File: src/rtl/sqr16.sv
// Sequential unsigned squarer: one shift-add step per clock, fixed N-cycle latency.
// Start is honoured only in IDLE or DONE; y changes only on completion or reset.
module sqr16 #(
  parameter int N = 16
) (
  input  logic           clk,
  input  logic           reset_n,
  input  logic           start,
  input  logic [N-1:0]   x,
  output logic [2*N-1:0] y,
  output logic           rdy,
  output logic           busy
);

  localparam int CW = (N > 1) ? $clog2(N) : 1;

  typedef enum logic [1:0] {
    IDLE = 2'd0,
    RUN  = 2'd1,
    DONE = 2'd2
  } state_t;

  state_t           state_r, state_s;
  logic [2*N-1:0]   mcand_r, mcand_s;
  logic [N-1:0]     mplier_r, mplier_s;
  logic [2*N-1:0]   acc_r, acc_s;
  logic [CW-1:0]    cnt_r, cnt_s;
  logic [2*N-1:0]   y_r, y_s;
  logic             rdy_r, rdy_s;
  logic             busy_r, busy_s;
  logic [2*N-1:0]   acc_sum_s;

  // One shift-add partial product; cannot overflow 2N bits for an N-bit square
  assign acc_sum_s = acc_r + (mplier_r[0] ? mcand_r : {(2*N){1'b0}});

  // State register and datapath registers
  always_ff @(posedge clk or negedge reset_n) begin
    if (!reset_n) begin
      state_r  <= IDLE;
      mcand_r  <= {(2*N){1'b0}};
      mplier_r <= {N{1'b0}};
      acc_r    <= {(2*N){1'b0}};
      cnt_r    <= {CW{1'b0}};
      y_r      <= {(2*N){1'b0}};
      rdy_r    <= 1'b0;
      busy_r   <= 1'b0;
    end else begin
      state_r  <= state_s;
      mcand_r  <= mcand_s;
      mplier_r <= mplier_s;
      acc_r    <= acc_s;
      cnt_r    <= cnt_s;
      y_r      <= y_s;
      rdy_r    <= rdy_s;
      busy_r   <= busy_s;
    end
  end

  // Next-state and next-datapath logic
  always_comb begin
    state_s  = state_r;
    mcand_s  = mcand_r;
    mplier_s = mplier_r;
    acc_s    = acc_r;
    cnt_s    = cnt_r;
    y_s      = y_r;
    rdy_s    = rdy_r;
    busy_s   = busy_r;
    case (state_r)
      IDLE, DONE: begin
        if (start) begin
          mcand_s  = {{N{1'b0}}, x};
          mplier_s = x;
          acc_s    = {(2*N){1'b0}};
          cnt_s    = {CW{1'b0}};
          busy_s   = 1'b1;
          rdy_s    = 1'b0;
          state_s  = RUN;
        end else begin
          state_s  = state_r;
        end
      end
      RUN: begin
        acc_s    = acc_sum_s;
        mcand_s  = mcand_r << 1;
        mplier_s = mplier_r >> 1;
        cnt_s    = cnt_r + CW'(1);
        if (cnt_r == CW'(N - 1)) begin
          // Last step: publish the sum including this cycle's partial product
          y_s     = acc_sum_s;
          rdy_s   = 1'b1;
          busy_s  = 1'b0;
          state_s = DONE;
        end else begin
          state_s = RUN;
        end
      end
      default: begin
        state_s = IDLE;
        rdy_s   = 1'b0;
        busy_s  = 1'b0;
      end
    endcase
  end

  assign y    = y_r;
  assign rdy  = rdy_r;
  assign busy = busy_r;

endmodule

File: config.mk
export PLATFORM = sky130hd
export DESIGN_NAME = sqr16
export DESIGN_NICKNAME = d
export VERILOG_FILES = /design/src/rtl/sqr16.sv
export SDC_FILE = /design/constraint.sdc
export NUM_CORES = 1
export LEC_CHECK = 0
export ABC_AREA = 1
export BUFFER_PORTS_ARGS = -buffer_cell sky130_fd_sc_hd__clkbuf_2
export CAP_MARGIN = 20
export CORE_MARGIN = 4
export CORE_UTILIZATION = 55
export DETAILED_ROUTE_END_ITERATION = 10
export GPL_TIMING_DRIVEN = 0
export PLACE_DENSITY = 0.73
export REMOVE_ABC_BUFFERS = 1
export SKIP_CTS_REPAIR_TIMING = 1
export SYNTH_ARGS = -nofsm -noshare
export SYNTH_HDL_FRONTEND = slang
export SYNTH_SLANG_ARGS = --single-unit
File: constraint.sdc
create_clock -name clk -period 4.15 [get_ports clk]
set_input_delay 0.2075 -clock clk [delete_from_list [all_inputs] [get_ports clk]]
set_output_delay 0.2075 -clock clk [all_outputs]
set_load 0.01 [all_outputs]
### Word level (Yosys, flattened, before mapping)

Index checks and enable logic that the tools add are counted.
Widths: inputs -> output; s select.

| storage, ports and cells | value |
|---|---|
| register bits | 120 |
| bits of input ports | 19 |
| output and inout port bits | 34 |

| cells by class | value |
|---|---|
| add/sub/neg operators | 2 |
| equal/unequal tests | 5 |
| multiplexer cells | 18 |
| reduce and logical (&&, ||, !) cells | 6 |

Operator list:

| cell | number |
|---|---|
| $pmux 32 s2 | 2 |
| $mux 32 | 3 |
| $add 32x32->32 | 1 |
| $pmux 16 s2 | 1 |
| $mux 16 | 1 |
| $pmux 4 s2 | 1 |
| $reduce_and 2->1 | 3 |
| $add 4x1->4 const B | 1 |
| $eq 4x4->1 const B | 1 |
| $mux 1 | 4 |
| $mux 2 | 2 |
| $mux 4 | 1 |
| $ne 2x2->1 const B | 2 |
| $pmux 1 s2 | 2 |
| $pmux 2 s2 | 1 |
| $eq 2x1->1 const B | 1 |
| $eq 2x2->1 const B | 1 |
| $logic_not 2->1 | 1 |
| $reduce_bool 2->1 | 1 |
| $reduce_or 2->1 | 1 |

### Logic depth before layout (Yosys ltp)

Gate-level depths: netlist (run 1).

| logic depth | value |
|---|---|
| depth in word-level cells | 4 |
| depth in mapped cells | 16 |

### Worst setup path before layout (run 1)

Ideal clock, no wire load.

| path | value |
|---|---|
| kind | register to register |
| start | register mplier_r[0] |
| end | register acc_r[30] |
| arrival | 1.947 ns |
| data required time | 4.033 ns |
| slack | 2.086 ns |
| stages on the path, launching flop included | 16 |
| path buffers | 2 |
| period minus slack after synthesis | 2.064 ns |
| path through | dfrtp_1 -> clkbuf_1 -> clkbuf_1 -> nand2_1 -> inv_1 -> ha_1 -> nand2_2 -> inv_1 -> nand2_1 -> inv_1 -> a21oi_1 -> nand2_2 -> nand2_1 -> nand3_1 -> nand3_1 -> nand2_1 |

| between the ends | value |
|---|---|
| cells in the longest elaborated chain, start to end | 3 |

RTL lines:

| what | RTL line | source |
|---|---|---|
| start: declaration | 25 | `logic [N-1:0] mplier_r, mplier_s;` |
| start signal: assignment | 41 | `mplier_r <= {N{1'b0}};` |
| start signal: assignment | 50 | `mplier_r <= mplier_s;` |
| $mux 32 | 34 | `assign acc_sum_s = acc_r + (mplier_r[0] ? mcand_r : {(2*N){1'b0}});` |
| $add 32x32->32 | 34 |  |
| $pmux 32 s2 | 69 | `case (state_r)` |
| end signal: assignment | 42 | `acc_r <= {(2*N){1'b0}};` |
| end signal: assignment | 51 | `acc_r <= acc_s;` |
| end: declaration | 26 | `logic [2*N-1:0] acc_r, acc_s;` |

No other way between the ends.
A chain may end at the register's enable or synchronous reset.

### Worst setup path after layout (run 1)

| path | value |
|---|---|
| start | register state_r[1] |
| end | register y_r[10] (netlist: y[10]) |

| between the ends | value |
|---|---|
| cells in the longest elaborated chain, start to end | 2 |

RTL lines:

| what | RTL line | source |
|---|---|---|
| start: declaration | 23 | `state_t state_r, state_s;` |
| start signal: assignment | 48 | `state_r <= state_s;` |
| $eq 2x1->1 | 69 |  |
| $reduce_and 2->1 (no source line) | n/a |  |
| end signal: assignment | 44 | `y_r <= {(2*N){1'b0}};` |
| end signal: assignment | 53 | `y_r <= y_s;` |
| end: declaration | 28 | `logic [2*N-1:0] y_r, y_s;` |

No other way between the ends.

==> results_tabular.tex, run 1 <==
\begin{tabular}{lr}
\hline
Metric & Value \\
\hline
\multicolumn{2}{l}{\textbf{Floorplanning}} \\
\quad DIE WIDTH & 123 um \\
\quad Die Span Y & 123 um \\
\quad Die ar. & 0.0152 mm2 \\
\quad I/O pin cnt & 53 \\
\quad Row count & 41 \\
\quad Placeable core area & 0.0128 mm2 \\
\quad Effective utilization at floorplan & 57.0\% \\
\multicolumn{2}{l}{\textbf{Worst hold path}} \\
\quad Hold Path Cell Cnt & 3 \\
\quad Start point of the worst hold path & x[2] \\
\quad Class of the worst hold path & in -> reg \\
\quad Endpoint, Worst Hold & mplier\_r[2] \\
\multicolumn{2}{l}{\textbf{Clock tree}} \\
\quad Clock Pin Slew Worst Setup and Hold Paths & 0.06 ns \\
\quad Total CTS buffers & 17 \\
\quad Longest Clk Path Bufs & 2 \\
\quad Clock tree from TritonCTS & done \\
\quad \# clock sinks & 120 \\
\quad Master cell of the clock root buffer & sky130\_fd\_sc\_hd\_\_clkbuf\_16 \\
\quad Clock latency at the later pin of the worst-skew pair & 0.43 ns \\
\quad CTS H-tree lvls & 4 \\
\multicolumn{2}{l}{\textbf{Pwr}} \\
\quad Static leakage & 5.00 nW \\
\quad Net switching power of the design & 3.05 mW \\
\quad Clock share of power & 21.6\% \\
\quad Cell internal pwr & 3.83 mW \\
\quad Flop pwr share & 30.3\% \\
\quad Total power density per cell area & 828 mW/mm2 \\
\quad Switching Share & 44.3\% \\
\quad Comb pwr share & 48.1\% \\
\quad Highest ir drop seen on vdd & 0.481 mV \\
\multicolumn{2}{l}{\textbf{STA}} \\
\quad Unrepaired setup endpoints after global routing & false \\
\quad Final hold violation count & 0 \\
\quad Minimum setup slack in the final design & 0.871 ns \\
\quad Maximum achievable frequency & 0.305 GHz \\
\quad Post-layout minimum cycle time & 3.28 ns \\
\quad \# setup viols final & 0 \\
\quad Least-Margin Pin Slew & 1.07 ns \\
\quad Hold WS & 0.0262 ns \\
\quad Crit share post-route & 79.0\% \\
\quad Total count of max-transition violations in the final report & 0 \\
\quad Clock Skews & 0.0107 ns \\
\quad Max transition margin & 28.7\% \\
\multicolumn{2}{l}{\textbf{Finish}} \\
\quad Area growth, synth to finish & 13.7\% \\
\quad NumNets Final & 1145 \\
\quad Count of antenna diodes in the layout & 0 \\
\quad Fraction of final layout cells sized beyond drive strength 1 & 11.3\% \\
\quad Final design area excluding fillers & 0.00832 mm2 \\
\quad Cell Count, Final, Fillers Out & 1278 \\
\multicolumn{2}{l}{\textbf{GRT}} \\
\quad Global-route total usage across every layer & 25.2\% \\
\quad Total congestion overflow & 0 \\
\quad Via count of the first global-routing pass & 6109 \\
\quad First-pass GRT wire length & 29500 um \\
\quad Number of antenna violations at the first check in global routing & 0 \\
\quad Largest net degree at the start of global routing & 87 \\
\multicolumn{2}{l}{\textbf{Placement}} \\
\quad Post-detail-place hpwl & 12600 um \\
\quad Count of input and output buffers & 52 \\
\quad Placed cell count & 1245 \\
\quad Routability congestion estimate from global placement & 0.918 \\
\quad Worst slack after detailed placement & 0.841 ns \\
\quad Area of placed instances & 0.00772 mm2 \\
\multicolumn{2}{l}{\textbf{Detailed routing}} \\
\quad DRT Wirelength & 17700 um \\
\quad Vias & 6373 \\
\quad Starting DRT DRC Count & 421 \\
\quad Average vias per placed instance & 4.99 \\
\quad Residual DRC count & 0 \\
\quad Detail Route Antenna Nets & 0 \\
\quad Total iterations of the first detailed-routing run & 6 \\
\quad Mean routed wirelength per cell & 13.9 um \\
\multicolumn{2}{l}{\textbf{Synth}} \\
\quad Post-Syn Area & 0.00731 mm2 \\
\quad Fraction of synthesis flops using an asynchronous set or reset pin & 100\% \\
\quad Distinct cells, synth & 36 \\
\quad Mapped Cells & 1046 \\
\quad Sequential fraction of the synthesis area & 41.1\% \\
\quad Post-synthesis register bit count & 120 \\
\quad Count of flip-flops with a built-in enable after synthesis & 0 \\
\quad Avg Synthesized Cell Area & 6.99 um2 \\
\quad Number of warning messages in the yosys log & 0 \\
\quad Main synth FF type & sky130\_fd\_sc\_hd\_\_dfrtp\_1 \\
\multicolumn{2}{l}{\textbf{Worst setup path}} \\
\quad Class of the most critical setup path & reg -> reg \\
\quad RR Startpoint & state\_r[1] \\
\quad Cells along the critical path & nor2\_4, inv\_2, nor2\_4, inv\_2, nand2\_1, nand2\_1 \\
\quad Critical Path Start Type & register \\
\quad Minimum setup slack among reg-to-reg paths & 0.87 ns \\
\quad Standard cell with the maximum stage delay on the critical path & sky130\_fd\_sc\_hd\_\_nor2\_4 \\
\quad Worst reg2reg endpoint & y[10] \\
\quad Worst path arrival time & 3.58 ns \\
\quad Endpoint type of the worst setup path & register \\
\quad Worst Setup SP & state\_r[1] \\
\quad Worst-case reg-to-reg path depth & 6 \\
\quad Biggest cell delay along the critical path & 0.83 ns \\
\quad Maximum fanout along the worst path & 36 \\
\quad Required time reported for the critical path endpoint & 4.46 ns \\
\multicolumn{2}{l}{\textbf{Flow run}} \\
\quad Max-cap viol count & 0 \\
\multicolumn{2}{l}{\textbf{Outcome}} \\
\quad Status & finished, final reports clean \\
\hline
\end{tabular}
flip-flops by register name, summed over array words and instances, names as in the netlist:
register / count
rdy: 1
state_r: 2
cnt_r: 4
acc_r: 32
y: 32
mcand_r: 32
mplier_r: 16
busy: 1
synth_stat cells (all sizes together), types with 8 or more instances:
master  instances  area share [%]
a21oi          23             1.6
a22o            8            0.96
buf            22             1.9
dfrtp         120              41
ha             32             5.5
inv           175             9.0
nand2         471              25
nand3          84             6.1
nor2           44             2.6
o21ai          12            0.82
o22ai          15             1.3
xor2           13             1.7
logic make-up (layout without fill, tap and decap cells):
group / count (synthesis) / after routing / synth area share (%)
compound gates: 67 / 67 / 5.68
xor+xnor: 15 / 15 / 1.90
simple gates: 608 / 608 / 34.4
flops: 120 / 120 / 41.1
fa+ha+maj: 33 / 33 / 5.75
buf+inv: 203 / 263 / 11.2
through the flow:
step | total power, mW | util, % | TNS, ns
3_3_place_gp | 5.28 | 59.5 | -314.85
5_1_grt | 7.49 | 64.8 | 0
3_5_place_dp | 5.37 | 60.2 | 0
2_1_floorplan | 4.43 | - | -9.99
6_report | 6.88 | 64.8 | 0
4_1_cts | 6.89 | 64.8 | 0
routing by layer:
metal | vias to the layer above | wire [um] | track usage, %
met5 | - | 0 | 0
met4 | 0 | 395 | 10.0
met3 | 27 | 897 | 4.76
met2 | 149 | 7700 | 37.5
met1 | 2895 | 8740 | 36.3
li1 | 3302 | - | -
power by group through the flow:
| stage | clock [mW] | sequential [mW] | combinational (mW) |
|---|---|---|---|
| after global routing | 1.56 | 2.16 | 3.76 |
| after global placement | 0 | 2.07 | 3.21 |
| after CTS | 1.50 | 2.08 | 3.31 |
| final | 1.49 | 2.09 | 3.31 |
| after detailed placement | 0 | 2.09 | 3.28 |
| after floorplan | 0 | 2.07 | 2.36 |
worst max path at each step:
stage	to	slack [ns]	depth (start not counted)
6_report	y[10]	0.87	6
5_1_grt	y[3]	0.63	7
4_1_cts	y[4]	0.85	6
3_5_place_dp	y[4]	0.84	6
3_3_place_gp	y[3]	-3.66	7
2_1_floorplan	y[3]	-0.33	7
placed cells by master, fill, tap and decap left out, types with 2 or more instances in the layout:
| cell | count |
|---|---|
| sky130_fd_sc_hd__nand2_1 | 454 |
| sky130_fd_sc_hd__inv_1 | 169 |
| sky130_fd_sc_hd__dfrtp_1 | 120 |
| sky130_fd_sc_hd__nand3_1 | 79 |
| sky130_fd_sc_hd__clkbuf_2 | 51 |
| sky130_fd_sc_hd__nor2_1 | 35 |
| sky130_fd_sc_hd__ha_1 | 32 |
| sky130_fd_sc_hd__a21oi_1 | 23 |
| sky130_fd_sc_hd__clkbuf_16 | 17 |
| sky130_fd_sc_hd__nand2_2 | 16 |
| sky130_fd_sc_hd__o22ai_1 | 15 |
| sky130_fd_sc_hd__xor2_1 | 12 |
| sky130_fd_sc_hd__o21ai_0 | 11 |
| sky130_fd_sc_hd__a22o_1 | 8 |
| sky130_fd_sc_hd__inv_2 | 6 |
| sky130_fd_sc_hd__nor2_2 | 6 |
| sky130_fd_sc_hd__nand3_2 | 5 |
| sky130_fd_sc_hd__nand3b_1 | 4 |
| sky130_fd_sc_hd__clkbuf_1 | 4 |
| sky130_fd_sc_hd__nor2_4 | 3 |
| sky130_fd_sc_hd__o211ai_1 | 3 |
| sky130_fd_sc_hd__bufinv_16 | 3 |
| sky130_fd_sc_hd__clkinvlp_4 | 3 |
| sky130_fd_sc_hd__a21o_1 | 2 |
| sky130_fd_sc_hd__nor3_2 | 2 |
| sky130_fd_sc_hd__xnor2_1 | 2 |
| sky130_fd_sc_hd__clkinv_2 | 2 |
| sky130_fd_sc_hd__clkinv_4 | 2 |
| sky130_fd_sc_hd__buf_12 | 2 |
final cells by class:
| class | instances | area (um2) |
|---|---|---|
| inverter | 175 | 657 |
| tap | 172 | 215 |
| clock buffer | 21 | 440 |
| multi-input combinational | 723 | 3510 |
| timing repair buffer | 56 | 347 |
| clock inverter | 11 | 149 |
| fill | 1181 | 4510 |
| sequential | 120 | 3000 |
worst max-delay path, delay by kind of cell, from the launching register on:
family / cells / cell delay, ns
buf+inv: 2 / 0.96
flops: 1 / 0.41
simple gates: 4 / 1.76
(Power assumes the default switching activity.)
==> run 2: changes to the inputs <==
--- a/config.mk
+++ b/config.mk
@@ -5,14 +5,14 @@
 export SDC_FILE = /design/constraint.sdc
 export NUM_CORES = 1
 export LEC_CHECK = 0
-export ABC_AREA = 1
+export ABC_AREA = 0
 export BUFFER_PORTS_ARGS = -buffer_cell sky130_fd_sc_hd__clkbuf_2
 export CAP_MARGIN = 20
 export CORE_MARGIN = 4
 export CORE_UTILIZATION = 55
 export DETAILED_ROUTE_END_ITERATION = 10
 export GPL_TIMING_DRIVEN = 0
-export PLACE_DENSITY = 0.73
+export PLACE_DENSITY = 0.76
 export REMOVE_ABC_BUFFERS = 1
 export SKIP_CTS_REPAIR_TIMING = 1
 export SYNTH_ARGS = -nofsm -noshare
==> constraint.sdc (replaced) <==
create_clock -name clk -period 3 [get_ports clk]
set_input_delay 0.15 -clock clk [delete_from_list [all_inputs] [get_ports clk]]
set_output_delay 0.15 -clock clk [all_outputs]
set_load 0.01 [all_outputs]
==> results_tabular.tex, run 2 <==
\begin{tabular}{lr}
\hline
Metric & Value \\
\hline
\multicolumn{2}{l}{\textbf{Floorplanning}} \\
\quad Placeable core area & 0.0120 mm2 \\
\quad Die Span Y & 118 um \\
\quad Die ar. & 0.0140 mm2 \\
\quad I/O pin cnt & 53 \\
\quad Row count & 40 \\
\quad Effective utilization at floorplan & 56.1\% \\
\quad DIE WIDTH & 118 um \\
\multicolumn{2}{l}{\textbf{Detailed routing}} \\
\quad Average vias per placed instance & 6.30 \\
\quad Residual DRC count & 0 \\
\quad Total iterations of the first detailed-routing run & 5 \\
\quad Detailed route wirelength on metal2 & 8120 um \\
\quad Mean routed wirelength per cell & 18.8 um \\
\quad Met3 wirelength from detailed routing & 813 um \\
\quad Vias & 5705 \\
\quad Starting DRT DRC Count & 315 \\
\quad Post-Route M1 WL & 7540 um \\
\quad Uppermost layer routed & met4 \\
\quad DRT Wirelength & 17000 um \\
\quad Detail Route Antenna Nets & 0 \\
\multicolumn{2}{l}{\textbf{GRT}} \\
\quad Via count of the first global-routing pass & 5488 \\
\quad Largest net degree at the start of global routing & 80 \\
\quad Total congestion overflow & 0 \\
\quad Global-route total usage across every layer & 23.6\% \\
\quad Number of antenna violations at the first check in global routing & 0 \\
\quad First-pass GRT wire length & 27000 um \\
\multicolumn{2}{l}{\textbf{Synth}} \\
\quad Number of warning messages in the yosys log & 0 \\
\quad Main synth FF type & sky130\_fd\_sc\_hd\_\_dfrtp\_1 \\
\quad Avg Synthesized Cell Area & 9.60 um2 \\
\quad Mapped Cells & 699 \\
\quad Top cell types by occurrence after synthesis & sky130\_fd\_sc\_hd\_\_dfrtp\_1, sky130\_fd\_sc\_hd\_\_nand2\_1, sky130\_fd\_sc\_hd\_\_and2\_1 \\
\quad Distinct cells, synth & 56 \\
\quad Fraction of synthesis flops using an asynchronous set or reset pin & 100\% \\
\quad Leading cell type by number of instances after synthesis & sky130\_fd\_sc\_hd\_\_dfrtp\_1 \\
\quad Synth top area cells & sky130\_fd\_sc\_hd\_\_dfrtp\_1, sky130\_fd\_sc\_hd\_\_ha\_1, sky130\_fd\_sc\_hd\_\_a22o\_1 \\
\quad Sequential fraction of the synthesis area & 44.7\% \\
\quad Post-synthesis register bit count & 120 \\
\quad Count of flip-flops with a built-in enable after synthesis & 0 \\
\quad Post-synthesis cell type with the largest combined area & sky130\_fd\_sc\_hd\_\_dfrtp\_1 \\
\quad Area share of the leading cell type in the synthesized netlist & 44.7\% \\
\quad Post-Syn Area & 0.00671 mm2 \\
\multicolumn{2}{l}{\textbf{Pwr}} \\
\quad Total power density per cell area & 1220 mW/mm2 \\
\quad Final Power & 9.97 mW \\
\quad Highest ir drop seen on vdd & 0.592 mV \\
\quad Static leakage & 3.77 nW \\
\multicolumn{2}{l}{\textbf{STA}} \\
\quad Max transition margin & 28.7\% \\
\quad Least-Margin Pin Slew & 1.06 ns \\
\quad \# setup viols final & 9 \\
\quad Minimum setup slack in the final design & -0.102 ns \\
\quad Unrepaired setup endpoints after global routing & true \\
\quad Clock Skews & 0.0102 ns \\
\quad Hold WS & 0.0597 ns \\
\quad Maximum achievable frequency & 0.322 GHz \\
\quad Post-layout minimum cycle time & 3.10 ns \\
\quad Crit share post-route & 103\% \\
\quad Final hold violation count & 0 \\
\quad Total count of max-transition violations in the final report & 0 \\
\multicolumn{2}{l}{\textbf{Worst setup path}} \\
\quad Class of the most critical setup path & reg -> reg \\
\quad Critical Path Start Type & register \\
\quad Required time reported for the critical path endpoint & 3.36 ns \\
\quad Maximum fanout along the worst path & 7 \\
\quad Endpoint type of the worst setup path & register \\
\quad Worst path arrival time & 3.46 ns \\
\multicolumn{2}{l}{\textbf{Finish}} \\
\quad Most frequent cells in the layout & sky130\_fd\_sc\_hd\_\_dfrtp\_1, sky130\_fd\_sc\_hd\_\_nand2\_1, sky130\_fd\_sc\_hd\_\_clkbuf\_2 \\
\quad Cell Count, Final, Fillers Out & 906 \\
\quad NumNets Final & 798 \\
\quad Most common cell after layout, fill and taps aside & sky130\_fd\_sc\_hd\_\_dfrtp\_1 \\
\quad Count of antenna diodes in the layout & 0 \\
\quad Fraction of final layout cells sized beyond drive strength 1 & 21.2\% \\
\quad Final design area excluding fillers & 0.00817 mm2 \\
\quad Area growth, synth to finish & 21.8\% \\
\multicolumn{2}{l}{\textbf{Clock tree}} \\
\quad Clock Pin Slew Worst Setup and Hold Paths & 0.06 ns \\
\quad Total CTS buffers & 17 \\
\quad Clock tree from TritonCTS & done \\
\quad Master cell of the clock root buffer & sky130\_fd\_sc\_hd\_\_clkbuf\_16 \\
\quad Longest Clk Path Bufs & 2 \\
\quad \# clock sinks & 120 \\
\quad Clock latency at the later pin of the worst-skew pair & 0.43 ns \\
\quad CTS H-tree lvls & 4 \\
\multicolumn{2}{l}{\textbf{Placement}} \\
\quad Routability congestion estimate from global placement & 0.943 \\
\quad Placed cell count & 857 \\
\quad Count of input and output buffers & 52 \\
\quad Post-detail-place hpwl & 11000 um \\
\quad Area of placed instances & 0.00712 mm2 \\
\quad Worst slack after detailed placement & -0.855 ns \\
\multicolumn{2}{l}{\textbf{Worst hold path}} \\
\quad Class of the worst hold path & in -> reg \\
\multicolumn{2}{l}{\textbf{Outcome}} \\
\quad Failing checks & negative setup slack \\
\quad Status & complete, but fails checks \\
\multicolumn{2}{l}{\textbf{Flow run}} \\
\quad Max-cap viol count & 0 \\
\hline
\end{tabular}
-- run 2: final cells by class --
cell class	count	area, um2
fill	906	3790
clock inverter	13	218
timing repair buffer	74	529
multi-input combinational	525	3760
sequential	120	3010
tap	147	184
inverter	8	30.0
clock buffer	19	443
-- run 2: cells by family after synthesis --
kind of cell | Yosys count | synth area share, %
adder cells (fa/ha/maj) | 33 | 6.26
flip-flops | 120 | 44.7
buffers and inverters | 55 | 3.13
multiplexers | 12 | 1.94
XOR/XNOR | 27 | 3.52
AND/OR/NAND/NOR | 236 | 17.2
AO/OA/AOI/OAI | 216 | 23.2
-- run 2: routing by layer --
metal / GRT usage (%) / vias up
met3: 5.36 / 47
met1: 31.4 / 2819
met4: 10.1 / 0
li1: - / 2660
met5: 0 / -
met2: 37.3 / 179
-- run 2: worst paths after layout --
kind	start	end	slack, ns	depth (start not counted)
min	x[3]	mcand_r[3]	0.06	3
min reg2reg	y[14]	y[14]	0.48	2
max	mplier_r[0]	y[25]	-0.10	10
max reg2reg	mplier_r[0]	y[25]	-0.10	10
min in group asynchronous	reset_n	y[23]	0.21	2
max in group asynchronous	reset_n	mplier_r[0]	2.08	3
-- run 2: worst max-delay path, stage by stage, from the launching register on --
cell,delay [ns]
sky130_fd_sc_hd__dfrtp_4,0.51
sky130_fd_sc_hd__buf_6,0.14
sky130_fd_sc_hd__and2_4,0.14
sky130_fd_sc_hd__ha_4,0.28
sky130_fd_sc_hd__nor2_2,0.04
sky130_fd_sc_hd__o31a_1,0.31
sky130_fd_sc_hd__or4b_4,0.53
sky130_fd_sc_hd__a211oi_4,0.35
sky130_fd_sc_hd__o21bai_4,0.15
sky130_fd_sc_hd__or4_4,0.50
sky130_fd_sc_hd__nand3_2,0.07
-- run 2: power by group --
part	switching (mW)	internal (mW)	total, mW
Sequential	0.513	2.34	2.86
Combinational	2.73	2.10	4.83
Clock	0.776	1.51	2.28
Total	4.02	5.95	9.97
-- run 2: metrics by stage --
stage | TNS, ns | util (%)
after floorplan | -291.49 | -
after global placement | -751.85 | 58.3
after detailed placement | -14.33 | 59.5
after CTS | -15.32 | 65.1
after global routing | -2.44 | 68.3
final | -0.313 | 68.3
